===== config.mk =====
export PLATFORM = sky130hd
export DESIGN_NAME = mcyc_ctrl_flat
export DESIGN_NICKNAME = d
export VERILOG_FILES = /design/src/rtl/mcyc_ctrl_if.sv /design/src/rtl/mcyc_ctrl.sv /design/src/flat_wrapper.sv
export SDC_FILE = /design/constraint.sdc
export NUM_CORES = 1
export LEC_CHECK = 0
export CAP_MARGIN = 20
export CORE_MARGIN = 3
export CORE_UTILIZATION = 43
export CTS_CLUSTER_SIZE = 12
export DETAILED_ROUTE_END_ITERATION = 12
export GPL_TIMING_DRIVEN = 0
export PLACE_DENSITY = 0.83
export SYNTH_ARGS = -nofsm -noshare
export SYNTH_HDL_FRONTEND = slang
export SYNTH_SLANG_ARGS = --single-unit

===== constraint.sdc =====
create_clock -name clk -period 3.5 [get_ports clk]
set_input_delay 1.05 -clock clk [delete_from_list [all_inputs] [get_ports clk]]
set_output_delay 1.05 -clock clk [all_outputs]
set_load 0.02 [all_outputs]

===== src/rtl/mcyc_ctrl_if.sv =====
// mcyc_ctrl_if: decoder/datapath handshake bundle; slave is the controller side, master the driver side
interface mcyc_ctrl_if;
  logic [1:0] Op;
  logic [5:0] Funct;
  logic       LongIn;
  logic       MemReady;
  logic       IRWrite;
  logic       AdrSrc;
  logic       NextPC;
  logic       RegW;
  logic       MemW;
  logic       FPUW;
  logic       Branch;
  logic       ALUOp;
  logic       Long;
  logic [1:0] ALUSrcA;
  logic [1:0] ALUSrcB;
  logic [1:0] ResultSrc;
  logic       MemReq;
  logic       FPUStart;
  logic       Busy;
  modport slave (
    input  Op, Funct, LongIn, MemReady,
    output IRWrite, AdrSrc, NextPC, RegW, MemW, FPUW, Branch, ALUOp, Long,
           ALUSrcA, ALUSrcB, ResultSrc, MemReq, FPUStart, Busy
  );
  modport master (
    output Op, Funct, LongIn, MemReady,
    input  IRWrite, AdrSrc, NextPC, RegW, MemW, FPUW, Branch, ALUOp, Long,
           ALUSrcA, ALUSrcB, ResultSrc, MemReq, FPUStart, Busy
  );
endinterface


===== src/rtl/mcyc_ctrl.sv =====
// mcyc_ctrl: multicycle main controller (clk, async reset, bus: Op/Funct/LongIn/MemReady in, datapath controls out)
module mcyc_ctrl #(
  parameter int FPU_LAT  = 4,
  parameter bit WAIT_MEM = 1'b1,
  parameter int CNT_W    = $clog2(FPU_LAT + 1)
) (
  input  logic        clk,
  input  logic        reset,
  mcyc_ctrl_if.slave  bus
);
  typedef enum logic [4:0] {
    FETCH, DECODE, MEMADR, MEMRD, MEMWB, MEMWR, EXECR, EXECI,
    EXECF, ALUWB, ALUWB2, FPUWB, BRANCH, UNKNOWN
  } state_t;
  state_t state, next;
  logic [CNT_W-1:0] cnt;
  logic rdy, cnt_done;
  assign rdy      = WAIT_MEM ? bus.MemReady : 1'b1;
  assign cnt_done = cnt == CNT_W'(FPU_LAT - 1);
  // counter is held at zero outside EXECF so every entry starts from zero
  always_ff @(posedge clk or posedge reset)
    if (reset) begin
      state <= FETCH;
      cnt   <= '0;
    end else begin
      state <= next;
      cnt   <= (state != EXECF) ? '0 : ((&cnt) ? cnt : cnt + CNT_W'(1));
    end
  always_comb begin
    next = FETCH;
    case (state)
      FETCH:  next = rdy ? DECODE : FETCH;
      DECODE: next = (bus.Op == 2'b00) ? (bus.Funct[5] ? EXECI : EXECR) :
                     (bus.Op == 2'b01) ? MEMADR :
                     (bus.Op == 2'b10) ? BRANCH : EXECF;
      EXECR,
      EXECI:  next = bus.LongIn ? ALUWB2 : ALUWB;
      MEMADR: next = bus.Funct[0] ? MEMRD : MEMWR;
      MEMRD:  next = rdy ? MEMWB : MEMRD;
      MEMWR:  next = rdy ? FETCH : MEMWR;
      EXECF:  next = cnt_done ? FPUWB : EXECF;
      default: next = FETCH;
    endcase
  end
  always_comb begin
    bus.IRWrite   = 1'b0;
    bus.AdrSrc    = 1'b0;
    bus.NextPC    = 1'b0;
    bus.RegW      = 1'b0;
    bus.MemW      = 1'b0;
    bus.FPUW      = 1'b0;
    bus.Branch    = 1'b0;
    bus.ALUOp     = 1'b0;
    bus.Long      = 1'b0;
    bus.ALUSrcA   = 2'b00;
    bus.ALUSrcB   = 2'b00;
    bus.ResultSrc = 2'b00;
    bus.MemReq    = 1'b0;
    bus.FPUStart  = 1'b0;
    bus.Busy      = state != FETCH;
    case (state)
      FETCH: begin
        bus.MemReq    = 1'b1;
        bus.ALUSrcA   = 2'b01;
        bus.ALUSrcB   = 2'b10;
        bus.ResultSrc = 2'b10;
        bus.IRWrite   = rdy;
        bus.NextPC    = rdy;
      end
      DECODE: begin
        bus.ALUSrcA   = 2'b01;
        bus.ALUSrcB   = 2'b10;
        bus.ResultSrc = 2'b10;
      end
      EXECR: bus.ALUOp = 1'b1;
      EXECI: begin
        bus.ALUSrcB = 2'b01;
        bus.ALUOp   = 1'b1;
      end
      MEMADR: bus.ALUSrcB = 2'b01;
      MEMRD: begin
        bus.AdrSrc = 1'b1;
        bus.MemReq = 1'b1;
      end
      MEMWR: begin
        bus.AdrSrc = 1'b1;
        bus.MemReq = 1'b1;
        bus.MemW   = 1'b1;
      end
      MEMWB: begin
        bus.RegW      = 1'b1;
        bus.ResultSrc = 2'b01;
      end
      ALUWB:  bus.RegW = 1'b1;
      ALUWB2: begin
        bus.RegW = 1'b1;
        bus.Long = 1'b1;
      end
      EXECF: bus.FPUStart = cnt == '0;
      FPUWB: bus.FPUW = 1'b1;
      BRANCH: begin
        bus.Branch    = 1'b1;
        bus.ALUSrcB   = 2'b01;
        bus.ResultSrc = 2'b10;
      end
      default: ;
    endcase
  end
endmodule


===== src/flat_wrapper.sv =====
// flat-port wrapper written by rule: the top's interface ports become plain ports
module mcyc_ctrl_flat 
#(
  parameter int FPU_LAT  = 4,
  parameter bit WAIT_MEM = 1'b1,
  parameter int CNT_W    = $clog2(FPU_LAT + 1)
)
  (clk, reset, bus_Op, bus_Funct, bus_LongIn, bus_MemReady, bus_IRWrite, bus_AdrSrc, bus_NextPC, bus_RegW, bus_MemW, bus_FPUW, bus_Branch, bus_ALUOp, bus_Long, bus_ALUSrcA, bus_ALUSrcB, bus_ResultSrc, bus_MemReq, bus_FPUStart, bus_Busy);
  mcyc_ctrl_if bus_i ();
  input  logic clk;
  input  logic reset;
  input wire logic [$bits(bus_i.Op)-1:0] bus_Op;
  input wire logic [$bits(bus_i.Funct)-1:0] bus_Funct;
  input wire logic [$bits(bus_i.LongIn)-1:0] bus_LongIn;
  input wire logic [$bits(bus_i.MemReady)-1:0] bus_MemReady;
  output wire logic [$bits(bus_i.IRWrite)-1:0] bus_IRWrite;
  output wire logic [$bits(bus_i.AdrSrc)-1:0] bus_AdrSrc;
  output wire logic [$bits(bus_i.NextPC)-1:0] bus_NextPC;
  output wire logic [$bits(bus_i.RegW)-1:0] bus_RegW;
  output wire logic [$bits(bus_i.MemW)-1:0] bus_MemW;
  output wire logic [$bits(bus_i.FPUW)-1:0] bus_FPUW;
  output wire logic [$bits(bus_i.Branch)-1:0] bus_Branch;
  output wire logic [$bits(bus_i.ALUOp)-1:0] bus_ALUOp;
  output wire logic [$bits(bus_i.Long)-1:0] bus_Long;
  output wire logic [$bits(bus_i.ALUSrcA)-1:0] bus_ALUSrcA;
  output wire logic [$bits(bus_i.ALUSrcB)-1:0] bus_ALUSrcB;
  output wire logic [$bits(bus_i.ResultSrc)-1:0] bus_ResultSrc;
  output wire logic [$bits(bus_i.MemReq)-1:0] bus_MemReq;
  output wire logic [$bits(bus_i.FPUStart)-1:0] bus_FPUStart;
  output wire logic [$bits(bus_i.Busy)-1:0] bus_Busy;
  assign bus_i.Op = bus_Op;
  assign bus_i.Funct = bus_Funct;
  assign bus_i.LongIn = bus_LongIn;
  assign bus_i.MemReady = bus_MemReady;
  assign bus_IRWrite = bus_i.IRWrite;
  assign bus_AdrSrc = bus_i.AdrSrc;
  assign bus_NextPC = bus_i.NextPC;
  assign bus_RegW = bus_i.RegW;
  assign bus_MemW = bus_i.MemW;
  assign bus_FPUW = bus_i.FPUW;
  assign bus_Branch = bus_i.Branch;
  assign bus_ALUOp = bus_i.ALUOp;
  assign bus_Long = bus_i.Long;
  assign bus_ALUSrcA = bus_i.ALUSrcA;
  assign bus_ALUSrcB = bus_i.ALUSrcB;
  assign bus_ResultSrc = bus_i.ResultSrc;
  assign bus_MemReq = bus_i.MemReq;
  assign bus_FPUStart = bus_i.FPUStart;
  assign bus_Busy = bus_i.Busy;
  mcyc_ctrl #(.FPU_LAT(FPU_LAT), .WAIT_MEM(WAIT_MEM), .CNT_W(CNT_W)) u_core (.clk(clk), .reset(reset), .bus(bus_i));
endmodule

==> qor.yml, run 1 <==
status: "finished, final reports clean"
hold_viol_final: 0
cts_max_level: 1
drt_iter0_markers: 33
path_clk_slew_ns: 0.04
end_kind: "output port"
slowest_delay_ns: 0.56
worst_setup_path_start_kind: "primary input"
clock_skew_ns: 0.00756
final_cells: 125
antenna_found_initial: 0
whs_ns: 0.565
hp-class: "reg -> reg"
cp_data_arrival_time_ns: 2.23
grt_max_degree: 11
dr.pass1.iters: 5
synth.distinct_cells: 37
power.switching_mw: 0.442
drc: 0
syn_area_per_cell_um2: 8.00
yosysWarnings: 0
n_fill_cell: 120
ant_nets: 0
irDropWorstVdd_uv: 506
clkPwrFrac_pct: 8.1
dpl.cell_count: 121
core_um2: 1370
post-cts-setup-buffers: 0
cpLargestDelayFamily: "buffers and inverters"
placed_area_um2: 915
crit_path_max_fanout: 5
cts_root_buffer: "clkbuf_4"
layout.nets: 127
rsz0062_at_grt: "no"
gr-total-overflow: 0
syn_area_um2: 656
cp_num_buf_inv: 3
ys_seq_area_share_pct: 26.7
numCtsBuffers: 3
ys_ff_latch: 7
critical_path_required_ns: 2.45
io_buffers: 24
utilization_pct: 69.0
final_cell_mix: "clkdlybuf4s50_1 (22), nor2_1 (9), dfrtp_1 (7), inv_1 (6)"
wirelength_um: 1850
avgViaCountPerCell: 5.64
num_rows: 13
path_cells: "clkdlybuf4s50_1 > and3_1 > buf_4 > dlygate4sd2_1"
ctsHoldBuffers: 0
dp_slack_ns: -0.0483
powerDensity_nw_per_um2: 971
criticalPathCategory: "in -> out"
cellLeakagePower_nw: 0.439
netSwitchingFraction_pct: 48.3
io_pins: 30
comb_power_share_pct: 77.9
area_delta_synth_final_pct: 43.7
die_w_um: 45.0
grt_pass1_vias: 614
min_period_over_period_pct: 93.6
netlist_instances: 82
setup_viol_count_final: 0
drv_slew: 0
dp_hpwl_um: 1360
design_area_um2: 942
cp_slowest_cell: "clkdlybuf4s50_1"
seqPwrFrac_pct: 14.1
wl_per_cell_um: 14.8
clk_latency_ns: 0.26
fin_crit_ns: 3.28
gp_congestion: 0.852
die_y_um: 45.0
grt_use_total_pct: 20.0
fmax_ghz: 0.305
die_area_um2: 2030
antennaDiodeCount: 0
clock_sinks: 7
via_count: 705
layout-drive-gt1-share_pct: 12.7
max-cap-violations: 0
cts_tree: "done"
synthesis.nets: 98
grt_pass1_wl_um: 2820
setup_slack_ns: 0.223
intPower_mw: 0.473
final_common_cell: "clkdlybuf4s50_1"
start_util_pct: 48.0
cts_buffer_depth: 2
-- worst paths after layout --
check | start | to | slack (ns) | cells past startpoint
worst max-delay path | bus_MemReady | bus_NextPC | 0.22 | 4
worst min-delay path | u_core.cnt[1] | u_core.cnt[1] | 0.57 | 2
worst max register to register | u_core.cnt[0] | u_core.state[1] | 2.07 | 5
worst min register to register | u_core.cnt[1] | u_core.cnt[1] | 0.57 | 2
max in group asynchronous | reset | u_core.cnt[0] | 2.28 | 2
min in group asynchronous | reset | u_core.state[3] | 1.01 | 2
-- kinds of logic (layout without fill, tap and decap cells) --
family,after synthesis,in the layout,synth area share (%)
AOI/OAI and AO/OA,15,15,15.3
xor gates and xnor gates,3,3,4.01
adders and majority gates,4,4,7.63
buffers and inverters,15,43,12.6
DFF,7,7,26.7
muxes,2,2,3.05
other,1,1,0.572
and+or+nand+nor,35,35,30.2
-- sequential cells by signal, indices dropped and copies added (netlist names) --
signal / count
u_core.state: 4
u_core.cnt: 3
-- per-layer routing --
layer / track usage, % / vias to the layer above / part of all wire [%]
met4: 13.5 / 0 / 4.8
li1: - / 339 / -
met2: 28.8 / 31 / 47
met1: 25.2 / 325 / 42
met3: 6.37 / 10 / 6.5
met5: 0 / - / 0
-- worst register-to-register path, delay by kind of cell, from the launching register on --
kind | cells | cell delay [ns]
adders and majority gates | 2 | 0.41
DFF | 1 | 0.40
and+or+nand+nor | 1 | 0.20
AOI/OAI and AO/OA | 2 | 0.32
-- stage by stage --
stage | TNS (ns) | power, mW
2_1_floorplan | 0 | 0.569
3_3_place_gp | -0.0302 | 0.820
3_5_place_dp | -0.0483 | 0.839
4_1_cts | 0 | 0.917
5_1_grt | 0 | 0.976
6_report | 0 | 0.915
-- Yosys cell counts, drive strengths merged --
master   number  share of area, %
nor4          2               1.9
a21o          1               1.1
a222oi        1               1.5
nand3         2               1.5
inv           7               4.0
nand2         4               2.3
nand2b        2               1.9
and3          1              0.95
dfrtp         7                27
o22ai         1              0.95
nor3          3               2.3
and4bb        1               1.9
o211ai        2               2.3
nor4bb        1               1.5
a31oi         1              0.95
and2b         1               1.1
o21ai         3               2.3
mux2i         2               3.1
xnor2         1               1.3
and3b         1               1.3
conb          1              0.57
xor2          2               2.7
nor2         11               7.1
o31ai         1               1.1
o311ai        1               1.3
buf           8               8.6
nand4         1              0.95
nor2b         2               1.9
a21oi         3               2.3
o2111ai       1               1.3
nor3b         3               3.4
ha            4               7.6
-- area by class of cell --
class / instances / area [µm²] / area share [%]
Buffer: 8 / 56.3 / 5.98
Clock buffer: 4 / 26.3 / 2.79
Inverter: 7 / 26.3 / 2.79
Multi-Input combinational cell: 60 / 398 / 42.2
Sequential cell: 7 / 175 / 18.6
Tap cell: 15 / 18.8 / 1.99
Timing Repair Buffer: 24 / 241 / 25.6
-- power groups by stage --
| stage | combinational, mW | clock (mW) | sequential (mW) |
|---|---|---|---|
| 6_report | 0.712 | 0.0739 | 0.129 |
| 3_5_place_dp | 0.710 | 0 | 0.128 |
| 4_1_cts | 0.715 | 0.0751 | 0.128 |
| 3_3_place_gp | 0.692 | 0 | 0.127 |
| 5_1_grt | 0.763 | 0.0807 | 0.132 |
| 2_1_floorplan | 0.445 | 0 | 0.124 |
-- what timing repair did --
item,4_1_cts,5_1_grt
setup endpoints to repair,1,1
resized for setup,1,1
gates cloned,0,0
endpoints found under the hold margin,0,0
Power figures use the tool's default switching activity.
==> run 2: changes to the inputs <==
- CORE_UTILIZATION: 43 -> 38
- CTS_CLUSTER_DIAMETER: unset -> 100
- PLACE_DENSITY: 0.83 -> 0.74
==> run 2 against run 1 <==
Compared with the run above: utilization fell by 8.4 points; fmax fell by 0.27%; sequential share of layout area barely moved; die area rose by 11%.
==> qor.yml, run 2 (same netlist as run 1, synthesis figures left out) <==
gp_congestion: 0.825
grt_pass1_wl_um: 2490
worst_setup_path_start_kind: "primary input"
num_rows: 14
drt_iter0_markers: 35
grt_pass1_vias: 598
largest_reg_flops: 4
design_area_um2: 943
antenna_found_initial: 0
gr-total-overflow: 0
crit_path_max_fanout: 5
wl_per_cell_um: 13.0
clock_sinks: 7
cts_buffer_depth: 2
criticalPathCategory: "in -> out"
hp-class: "reg -> reg"
cts_root_buffer: "clkbuf_4"
dp_hpwl_um: 1300
final_cell_mix: "clkdlybuf4s50_1 (22), nor2_1 (9), dfrtp_1 (7), inv_1 (6)"
critical_path_required_ns: 2.45
n_fill_cell: 147
cp_data_arrival_time_ns: 2.24
status: "finished, final reports clean"
whs_ns: 0.570
wirelength_um: 1640
post-cts-setup-buffers: 0
setup_viol_count_final: 0
clock_skew_ns: 0.00477
area_delta_synth_final_pct: 43.9
io_pins: 30
reg.largest.list: "u_core.state: 4 flops, u_core.cnt: 3 flops"
layout.nets: 127
cellLeakagePower_nw: 0.439
drv_slew: 0
start_util_pct: 42.1
core_um2: 1560
min_period_over_period_pct: 93.9
via_count: 689
io_buffers: 24
startpoint: "bus_MemReady"
numCtsBuffers: 3
utilization_pct: 60.5
powerDensity_nw_per_um2: 948
top_register: "u_core.state"
path_clk_slew_ns: 0.05
die_area_um2: 2260
die_w_um: 47.5
avgViaCountPerCell: 5.47
finalPower_mw: 0.894
die_y_um: 47.5
irDropWorstVdd_uv: 414
cts_max_level: 1
reg2reg_from: "u_core.cnt[0]"
cts_resized: 1
antennaDiodeCount: 0
max-cap-violations: 0
final_common_cell: "clkdlybuf4s50_1"
dpl.cell_count: 122
dr.pass1.iters: 4
fin_crit_ns: 3.29
ant_nets: 0
placed_area_um2: 916
rsz0062_at_grt: "no"
tns_ns: 0
hold_viol_final: 0
grt_max_degree: 11
cts_tree: "done"
end_kind: "output port"
hp-start: "u_core.cnt[1]"
ctsHoldBuffers: 0
grt_use_total_pct: 16.0
final_cells: 126
dp_slack_ns: -0.0573
clk_latency_ns: 0.25
layout-drive-gt1-share_pct: 12.7
fmax_ghz: 0.304
setup_slack_ns: 0.214
drc: 0
[run 2: cell counts in the layout (fill, tap and decap cells not counted)]
Identical to the previous run, type by type.
[run 2: per-layer routing]
metal	vias up	global-route usage [%]	part of all wire, %
li1	341	-	-
met1	323	20.4	46
met2	23	24.1	47
met3	2	5.64	6.0
met4	0	7.53	0.73
met5	-	0	0
[run 2: final cells by class]
cell class | instances | area (µm²) | share of cell area, %
multi-input cells | 60 | 398 | 42.2
well taps | 16 | 20.0 | 2.12
clock buffers | 4 | 26.3 | 2.79
flip-flops and latches | 7 | 175 | 18.6
repair buffers | 24 | 241 | 25.6
inverters | 7 | 26.3 | 2.79
plain buffers | 8 | 56.3 | 5.97
[run 2: worst max-delay path, cell delays in order]
cell	delay (ns)
clkdlybuf4s50_1	0.57
and3_1	0.20
buf_4	0.10
dlygate4sd2_1	0.31
[run 2: final timing paths]
path | to | slack (ns) | cells past startpoint
max | bus_NextPC | 0.21 | 4
min | u_core.cnt[1] | 0.57 | 2
max reg2reg | u_core.state[1] | 1.98 | 5
min reg2reg | u_core.cnt[1] | 0.57 | 2
max in group asynchronous | u_core.cnt[1] | 2.27 | 2
min in group asynchronous | u_core.state[0] | 1.02 | 2
[run 2: power breakdown]
group	total, mW	internal (mW)	switching, mW	leakage, nW
Combinational	0.693	0.322	0.371	0.330
Sequential	0.129	0.107	0.0226	0.0939
Clock	0.0723	0.0434	0.0289	0.0150
==> run 3: changes to the inputs <==
- CTS_CLUSTER_DIAMETER: 100 -> unset
- clock period: 3.5 -> 3.3 ns (I/O delays scaled with it)
==> run 3 against run 2 <==
Compared with the run above: worst setup slack worse by 0.080 ns; utilization is 0.24 points lower; total power grew 5.7%; clock skew stayed put; final cell count is the same; via count unchanged; worst hold slack unchanged; largest power group unchanged; first-iteration DRC count is the same; sequential share of layout area increased by 0.074 points; critical path type unchanged; register-to-register slack worse by 0.20 ns.
==> qor.yml, run 3 (same netlist as run 1, synthesis figures left out) <==
reg2reg_from: "u_core.cnt[0]"
cp_num_buf_inv: 3
hp-start: "u_core.cnt[1]"
use_met1_pct: 20.4
cp_num_cells: 4
worstReg2RegEnd: "u_core.state[1]"
drv_slew: 0
clock_sinks: 7
drc: 0
drt_iter0_markers: 35
cts_root_buffer: "clkbuf_4"
numCtsBuffers: 3
top_register: "u_core.state"
hold_viol_final: 0
cellLeakagePower_nw: 0.427
cp_data_arrival_time_ns: 2.18
area_delta_synth_final_pct: 43.3
path_clk_slew_ns: 0.05
grt_pass1_wl_um: 2490
min_period_over_period_pct: 95.9
grt_use_total_pct: 16.0
die_y_um: 47.5
via_count: 689
cts_tree: "done"
ctsHoldBuffers: 0
hold_depth: 2
gp_congestion: 0.825
cts_resized: 2
cts_buffer_depth: 2
cp_slowest_cell: "clkdlybuf4s50_1"
criticalPathCategory: "in -> out"
dr.pass1.iters: 4
layout.nets: 127
critical_path_required_ns: 2.31
num_rows: 14
end_kind: "output port"
path_cells: "clkdlybuf4s50_1 > and3_1 > buf_4 > dlygate4sd2_1"
reg2regPathDepth: 5
fmax_ghz: 0.316
largest_reg_flops: 4
antennaDiodeCount: 0
dp_hpwl_um: 1300
crit_path_max_fanout: 5
final_common_cell: "clkdlybuf4s50_1"
hp-class: "reg -> reg"
gr-total-overflow: 0
finalPower_mw: 0.946
layout-drive-gt1-share_pct: 12.7
setup_viol_count_final: 0
globalRouteMet3Util_pct: 5.64
irDropWorstVdd_uv: 439
powerDensity_nw_per_um2: 1010
core_um2: 1560
fin_crit_ns: 3.17
io_buffers: 24
die_area_um2: 2260
cts_max_level: 1
r2r_slack_ns: 1.78
die_w_um: 47.5
ant_nets: 0
grtUsageMet2_pct: 24.1
slowest_delay_ns: 0.57
clk_latency_ns: 0.25
post-cts-setup-buffers: 0
wirelength_um: 1640
worst_setup_path_start_kind: "primary input"
whs_ns: 0.570
grt_pass1_vias: 598
rsz0062_at_grt: "no"
cpLargestDelayFamily: "buffers and inverters"
wl_per_cell_um: 13.0
worstHoldEndpoint: "u_core.cnt[1]"
grt_max_degree: 11
status: "finished, final reports clean"
max-cap-violations: 0
busiest_layer: "met2"
avgViaCountPerCell: 5.47
io_pins: 30
start_util_pct: 42.1
reg.largest.list: "u_core.state: 4 flops, u_core.cnt: 3 flops"
clock_skew_ns: 0.00477
final_cell_mix: "clkdlybuf4s50_1 (22), nor2_1 (9), dfrtp_1 (7), inv_1 (6)"
antenna_found_initial: 0
## run 3: cell count changes in the layout (fill, tap and decap cells not counted)
| cell | change |
|---|---|
| dlygate4sd2_1 | +1 |
| dlymetal6s2s_1 | -1 |
## run 3: metal layers
metal / share of wire [%] / routed length (µm)
met5: 0 / 0
met4: 0.73 / 12
met3: 6.0 / 98
met2: 47 / 776
met1: 46 / 748
## run 3: area by class of cell
cell class	instances	area, µm²
buffer	8	56.3
clock buffer	4	26.3
fill	148	619
timing repair buffer	24	238
sequential	7	175
tap	16	20.0
inverter	7	26.3
multi-input combinational	60	398
## run 3: metrics by stage
stage | worst slack, ns | TNS (ns) | utilization, % | cells | cell area [µm²]
final | 0.134 | 0 | 60.3 | 126 | 940
after global routing | 0.0990 | 0 | 60.3 | 126 | 940
after CTS | 0.140 | 0 | 60.3 | 126 | 940
after detailed placement | -0.137 | -0.193 | 58.7 | 122 | 916
after global placement | -0.121 | -0.156 | 58.7 | 122 | 916
after floorplan | 0.876 | 0 | - | 82 | 656
## run 3: tightest hold or removal path, stage by stage (launching register included)
cell     delay (ns)
dfrtp_1        0.36
mux2i_1        0.08
nor2_1         0.08
## run 3: worst max path at each step
stage | start | to
final | bus_MemReady | bus_NextPC
after detailed placement | bus_MemReady | bus_NextPC
after CTS | bus_MemReady | bus_NextPC
after global routing | bus_MemReady | bus_NextPC
after global placement | bus_MemReady | bus_NextPC
after floorplan | bus_MemReady | bus_NextPC
## run 3: power by group
part	switching [mW]	internal (mW)
clock	0.0307	0.0461
sequential	0.0240	0.113
combinational	0.394	0.338
